==> src/rtl/sent_tx_frame_ctrl_if.sv <==
// Frame handshake and pulse-generator command bundle for sent_tx_frame_ctrl.
// master = frame source / pulse generator side, slave = the sequencer.
interface sent_tx_frame_ctrl_if;
  logic        frame_valid;
  logic        frame_ready;
  logic [3:0]  frame_status;
  logic [23:0] frame_data;
  logic        pulse_done;
  logic [3:0]  data_nibble;
  logic        sync;
  logic        pulse;
  logic        pause;
  logic        idle;
  logic        frame_done;
  logic        busy;

  modport master (
    output frame_valid, frame_status, frame_data, pulse_done,
    input  frame_ready, data_nibble, sync, pulse, pause, idle, frame_done, busy
  );

  modport slave (
    input  frame_valid, frame_status, frame_data, pulse_done,
    output frame_ready, data_nibble, sync, pulse, pause, idle, frame_done, busy
  );
endinterface

==> src/rtl/sent_tx_frame_ctrl.sv <==
// SENT transmit frame sequencer: buffers a frame, computes CRC-4, steps the pulse generator.
// Define SENT_TX_PAUSE_EN to append a pause pulse after the CRC nibble.
module sent_tx_frame_ctrl #(
  parameter int unsigned NUM_DATA_NIBBLES = 6,
  parameter logic [3:0]  CRC_SEED         = 4'b0101
) (
  input logic                 ticks,
  input logic                 reset_tx,
  sent_tx_frame_ctrl_if.slave bus
);

  typedef enum logic [2:0] {IDLE, SYNC, STATUS, DATA, CRC, PAUSE} state_t;

  // Command register bits: {sync, pulse, pause, idle}
  localparam logic [3:0] CMD_SYNC  = 4'b1000;
  localparam logic [3:0] CMD_PULSE = 4'b0100;
  localparam logic [3:0] CMD_PAUSE = 4'b0010;
  localparam logic [3:0] CMD_IDLE  = 4'b0001;

  state_t      state;
  logic [3:0]  cmd;
  logic [3:0]  buf_status;
  logic [23:0] buf_data;
  logic [3:0]  work_status;
  logic [23:0] work_data;
  logic [3:0]  crc;
  logic [2:0]  idx;
  logic        eof;
  logic        load;
  logic        start;
  logic [3:0]  crc_upd;

  function automatic logic [3:0] crc_t(input logic [3:0] c);
    case (c)
      4'h0: crc_t = 4'd0;   4'h1: crc_t = 4'd13;
      4'h2: crc_t = 4'd7;   4'h3: crc_t = 4'd10;
      4'h4: crc_t = 4'd14;  4'h5: crc_t = 4'd3;
      4'h6: crc_t = 4'd9;   4'h7: crc_t = 4'd4;
      4'h8: crc_t = 4'd1;   4'h9: crc_t = 4'd12;
      4'hA: crc_t = 4'd6;   4'hB: crc_t = 4'd11;
      4'hC: crc_t = 4'd15;  4'hD: crc_t = 4'd2;
      4'hE: crc_t = 4'd8;   default: crc_t = 4'd5;
    endcase
  endfunction

  assign bus.sync  = cmd[3];
  assign bus.pulse = cmd[2];
  assign bus.pause = cmd[1];
  assign bus.idle  = cmd[0];

  always_comb begin
`ifdef SENT_TX_PAUSE_EN
    eof = bus.pulse_done && (state == PAUSE);
`else
    eof = bus.pulse_done && (state == CRC);
`endif
    load    = bus.frame_valid && bus.frame_ready;
    // Buffer drains into the working register from IDLE or straight out of end-of-frame.
    start   = !bus.frame_ready && ((state == IDLE) || eof);
    crc_upd = work_data[23:20] ^ crc_t(crc);
  end

  always_ff @(posedge ticks) begin
    if (!reset_tx) begin
      state           <= IDLE;
      cmd             <= CMD_IDLE;
      bus.frame_ready <= 1'b1;
      bus.data_nibble <= '0;
      bus.frame_done  <= 1'b0;
      bus.busy        <= 1'b0;
      buf_status      <= '0;
      buf_data        <= '0;
      work_status     <= '0;
      work_data       <= '0;
      crc             <= '0;
      idx             <= '0;
    end else begin
      bus.frame_done <= 1'b0;
      if (load) begin
        buf_status <= bus.frame_status;
        buf_data   <= bus.frame_data;
      end
      // A load in the same tick as a drain keeps the buffer full.
      bus.frame_ready <= !(load || (!bus.frame_ready && !start));

      if (start) begin
        state           <= SYNC;
        cmd             <= CMD_SYNC;
        bus.data_nibble <= '0;
        bus.busy        <= 1'b1;
        bus.frame_done  <= eof;
        work_status     <= buf_status;
        work_data       <= buf_data;
        crc             <= CRC_SEED;
        idx             <= '0;
      end else if (eof) begin
        state           <= IDLE;
        cmd             <= CMD_IDLE;
        bus.data_nibble <= '0;
        bus.busy        <= 1'b0;
        bus.frame_done  <= 1'b1;
      end else if (bus.pulse_done) begin
        case (state)
          SYNC: begin
            state           <= STATUS;
            cmd             <= CMD_PULSE;
            bus.data_nibble <= work_status;
          end
          STATUS: begin
            state           <= DATA;
            bus.data_nibble <= work_data[23:20];
          end
          DATA: begin
            crc <= crc_upd;
            if (idx < 3'(NUM_DATA_NIBBLES - 1)) begin
              idx             <= idx + 3'd1;
              work_data       <= work_data << 4;
              bus.data_nibble <= work_data[19:16];
            end else begin
              state           <= CRC;
              bus.data_nibble <= crc_t(crc_upd);
            end
          end
`ifdef SENT_TX_PAUSE_EN
          CRC: begin
            state           <= PAUSE;
            cmd             <= CMD_PAUSE;
            bus.data_nibble <= '0;
          end
`endif
          default: ;
        endcase
      end
    end
  end

endmodule

==> src/flat_wrapper.sv <==
// flat-port wrapper written by rule: the top's interface ports become plain ports
module sent_tx_frame_ctrl_flat 
#(
  parameter int unsigned NUM_DATA_NIBBLES = 6,
  parameter logic [3:0]  CRC_SEED         = 4'b0101
)
  (ticks, reset_tx, bus_frame_valid, bus_frame_status, bus_frame_data, bus_pulse_done, bus_frame_ready, bus_data_nibble, bus_sync, bus_pulse, bus_pause, bus_idle, bus_frame_done, bus_busy);
  sent_tx_frame_ctrl_if bus_i ();
  input logic ticks;
  input logic reset_tx;
  input wire logic [$bits(bus_i.frame_valid)-1:0] bus_frame_valid;
  input wire logic [$bits(bus_i.frame_status)-1:0] bus_frame_status;
  input wire logic [$bits(bus_i.frame_data)-1:0] bus_frame_data;
  input wire logic [$bits(bus_i.pulse_done)-1:0] bus_pulse_done;
  output wire logic [$bits(bus_i.frame_ready)-1:0] bus_frame_ready;
  output wire logic [$bits(bus_i.data_nibble)-1:0] bus_data_nibble;
  output wire logic [$bits(bus_i.sync)-1:0] bus_sync;
  output wire logic [$bits(bus_i.pulse)-1:0] bus_pulse;
  output wire logic [$bits(bus_i.pause)-1:0] bus_pause;
  output wire logic [$bits(bus_i.idle)-1:0] bus_idle;
  output wire logic [$bits(bus_i.frame_done)-1:0] bus_frame_done;
  output wire logic [$bits(bus_i.busy)-1:0] bus_busy;
  assign bus_i.frame_valid = bus_frame_valid;
  assign bus_i.frame_status = bus_frame_status;
  assign bus_i.frame_data = bus_frame_data;
  assign bus_i.pulse_done = bus_pulse_done;
  assign bus_frame_ready = bus_i.frame_ready;
  assign bus_data_nibble = bus_i.data_nibble;
  assign bus_sync = bus_i.sync;
  assign bus_pulse = bus_i.pulse;
  assign bus_pause = bus_i.pause;
  assign bus_idle = bus_i.idle;
  assign bus_frame_done = bus_i.frame_done;
  assign bus_busy = bus_i.busy;
  sent_tx_frame_ctrl #(.NUM_DATA_NIBBLES(NUM_DATA_NIBBLES), .CRC_SEED(CRC_SEED)) u_core (.ticks(ticks), .reset_tx(reset_tx), .bus(bus_i));
endmodule
==> config.mk <==
export PLATFORM = sky130hd
export DESIGN_NAME = sent_tx_frame_ctrl_flat
export DESIGN_NICKNAME = d
export VERILOG_FILES = /design/src/rtl/sent_tx_frame_ctrl_if.sv /design/src/rtl/sent_tx_frame_ctrl.sv /design/src/flat_wrapper.sv
export SDC_FILE = /design/constraint.sdc
export NUM_CORES = 1
export LEC_CHECK = 0
export BUFFER_PORTS_ARGS = -buffer_cell sky130_fd_sc_hd__buf_4
export CELL_PAD_IN_SITES_DETAIL_PLACEMENT = 0
export CELL_PAD_IN_SITES_GLOBAL_PLACEMENT = 2
export CORE_MARGIN = 4
export CORE_UTILIZATION = 35
export CTS_BUF_LIST = sky130_fd_sc_hd__clkbuf_8
export CTS_CLUSTER_DIAMETER = 200
export DETAILED_ROUTE_END_ITERATION = 10
export GPL_TIMING_DRIVEN = 0
export PLACE_DENSITY = 0.78
export SETUP_SLACK_MARGIN = 0.3
export SYNTH_ARGS = -nofsm -noshare
export SYNTH_HDL_FRONTEND = slang
export SYNTH_SLANG_ARGS = --single-unit
export TNS_END_PERCENT = 100
==> constraint.sdc <==
create_clock -name ticks -period 2.5 [get_ports ticks]
set_input_delay 0.25 -clock ticks [delete_from_list [all_inputs] [get_ports ticks]]
set_output_delay 0.25 -clock ticks [all_outputs]
set_load 0.005 [all_outputs]
==> flow_summary.toml <==
[outcome]
outcome = "complete, no violations"

[die]
core_area_um2 = 8810
die_w_um = 104
die_area_um2 = 10800
start_util_pct = 36.5
die_h_um = 104
rows = 34
boundaryPins = 43

[setup_path]
crit_required_ns = 2.72
end_kind = "flop"
crit_buf_inv = 1
path_cells = "inv_1 > ha_4 > xnor3_2 > xnor3_1 > a211oi_1 > a2111oi_1 > nor3_1"
worstSetupPathType = "reg2reg"
cpPeakStageDelay_ns = 0.40
critPathTopFamily = "XOR/XNOR gates"
r2r_cells = 7
worstPathArrival_ns = 2.27
reg2reg_from = "u_core.crc[1]$_SDFFE_PP0P_"
reg2reg_setup_slack_ns = 0.45
startpoint_type = "flop"
r2r_end = "u_core.bus.data_nibble[3]$_SDFFE_PP0P_"
path_max_fanout = 4
cp_slowest_cell = "a2111oi_1"

[detailed_routing]
avgRoutedWirePerCell_um = 14.3
dr.pass1.iters = 4
drc = 0
ant_nets = 0
drt-initial-drc-count = 90
vias = 2835
via_per_inst = 5.03
drt_wl_total_um = 8040

[power_and_ir_drop]
vdd_drop_max_v = 0.000367
clkPwrFrac_pct = 36.4
pwr_density_cell_nw_per_um2 = 753
p_leak_nw = 1.49
p_int_mw = 2.14
seq_power_share_pct = 46.2
swShare_pct = 27.6
combPwrFrac_pct = 17.4
p_sw_mw = 0.818

[layout]
final_area_um2 = 3930
fin_nets = 486
layout_common_cells = "nand2_1, dfxtp_1, nor2_1"
syn_to_final_growth_pct = 22.4
final_common_cell = "nand2_1"
antennaDiodeCount = 0
fillCellCount = 910
layoutNonFillerInstCount = 564
drive_gt1_share_pct = 16.2

[timing]
timing.fmax_ghz = 0.489
clock_skew_ns = 0.0100
slew_violations = 0
setup_tns_ns = 0
finalSetupViolCount = 0
grt_setup_unrepaired = "no"
hold_viol = 0
finalCritPeriodShare_pct = 81.8
worstMarginPinSlew_ns = 0.542
holdWs_ns = 0.133
min_period_ns = 2.05
max_slew_margin_pct = 63.6

[cts]
path_clk_slew_ns = 0.08
cts_buffers = 9
clock_latency_ns = 0.35
htree_levels = 3
holdBufCountCts = 0
clockBufferDepth = 2
cts_root_buffer = "clkbuf_8"
cts_sinks = 76
tritoncts = "built"

[synthesis]
synthTopCellsByArea = "dfxtp_1, nand2_1, a21oi_1"
syn_area_um2 = 3210
yosys_warnings = 0
synth_cells = 398
yosysTopAreaCellShare_pct = 47.4
synth.distinct_cells = 41
ys_seq_area_share_pct = 47.4
synth_area_per_cell_um2 = 8.07
synth-seq-cells = 76
syn_nets = 433
synth_top_area_cell = "dfxtp_1"

[worst_hold_path]
hold_depth = 2
hp-start = "reset_tx"
hold_class = "in2reg"
holdPathEnd = "u_core.bus.frame_ready$_SDFF_PN1_"

[grt]
grt.overflow.total = 0
grt_max_degree = 15
antenna_found_initial = 0
grt_pass1_vias = 2786
grt_pass1_wl_um = 13700
gr-usage-all-layers_pct = 15.5

[placement]
hpwl_um = 5960
port_buffers = 41
dp.cells = 547
gp_congestion = 0.770
placed_area_um2 = 3650

[run]
maxCapViolations = 0
==> power groups by stage <==
stage | combinational (mW) | sequential, mW | clock [mW]
2_1_floorplan | 0.354 | 1.37 | 0
3_3_place_gp | 0.502 | 1.39 | 0
3_5_place_dp | 0.505 | 1.39 | 0
4_1_cts | 0.507 | 1.37 | 1.11
5_1_grt | 0.580 | 1.38 | 1.16
6_report | 0.514 | 1.37 | 1.08
==> per-layer routing <==
| metal | routed length (µm) | GRT usage (%) | vias to the layer above |
|---|---|---|---|
| li1 | - | - | 1458 |
| met1 | 3790 | 19.9 | 1331 |
| met2 | 3900 | 26.0 | 35 |
| met3 | 220 | 3.36 | 11 |
| met4 | 134 | 5.13 | 0 |
| met5 | 0 | 0 | - |
==> synthesized netlist by cell type, drive strengths merged <==
library cell and number:
and4b 1, a221oi 1, xnor3 5, a211oi 5, nand2 116, ha 3
buf 11, xor2 4, or3 1, xnor2 4, o221ai 1, a21o 1
nor2 44, conb 1, nor3 2, dfxtp 76, clkinv 1, o21a 3
nor4 1, clkbuf 15, inv 6, nand2b 2, o21ai 8, nand3 6
and2 1, nand4 1, a311oi 20, or4 1, a21oi 42, mux2i 1
nor2b 5, a2111oi 2, and3 1, nor3b 1, a41oi 1, a22oi 4
==> sequential cells by signal, summed over array words and instances, names as in the netlist, 3 cells and up <==
register	cells
u_core.work_status	4
u_core.cmd	3
u_core.buf_data	24
u_core.buf_status	4
u_core.crc	4
u_core.bus.data_nibble	4
u_core.state	3
u_core.work_data	24
u_core.idx	3
==> through the flow <==
stage | setup WS, ns | util [%] | power [mW]
finish | 0.454 | 44.6 | 2.96
global route | 0.311 | 44.6 | 3.12
CTS | 0.304 | 44.2 | 2.99
detailed placement | 0.137 | 41.5 | 1.90
global placement | 0.232 | 41.5 | 1.89
floorplan | 0.432 | - | 1.73
==> cell type report <==
class	count	area (µm²)	share of cell area, %
plain buffers	26	111	2.83
clock buffers	10	138	3.50
clock inverters	6	93.8	2.39
inverters	7	26.3	0.668
multi-input cells	289	1590	40.4
flip-flops and latches	76	1520	38.7
well taps	108	135	3.44
repair buffers	42	315	8.02
==> cell families (layout without fill, tap and decap cells) <==
group | Yosys count | after routing | synth area share (%)
other | 1 | 1 | 0.117
XOR/XNOR | 13 | 13 | 5.73
flip-flops | 76 | 76 | 47.4
multiplexers | 1 | 1 | 0.312
AO/OA/AOI/OAI | 88 | 88 | 17.8
adder cells (fa/ha/maj) | 3 | 3 | 1.17
buffers and inverters | 33 | 91 | 4.25
AND/OR/NAND/NOR | 183 | 183 | 23.3
==> how the worst max path moves through the flow <==
stage                                           from                                      to  slack (ns)  cells past startpoint
final                     u_core.crc[1]$_SDFFE_PP0P_  u_core.bus.data_nibble[3]$_SDFFE_PP0P_        0.45                      7
after detailed placement  u_core.crc[1]$_SDFFE_PP0P_  u_core.bus.data_nibble[1]$_SDFFE_PP0P_        0.14                      7
after CTS                 u_core.crc[1]$_SDFFE_PP0P_  u_core.bus.data_nibble[1]$_SDFFE_PP0P_        0.30                      7
after floorplan           u_core.crc[1]$_SDFFE_PP0P_  u_core.bus.data_nibble[0]$_SDFFE_PP0P_        0.43                      7
after global placement    u_core.crc[1]$_SDFFE_PP0P_  u_core.bus.data_nibble[1]$_SDFFE_PP0P_        0.23                      7
after global routing      u_core.crc[0]$_SDFFE_PN0P_  u_core.bus.data_nibble[3]$_SDFFE_PP0P_        0.31                      7
==> timing repair <==
item,4_1_cts,5_1_grt
endpoints found under the setup margin,4,21
pin swaps,0,1
buffers inserted,0,1
resized for setup,3,5
Power figures use the tool's default switching activity.
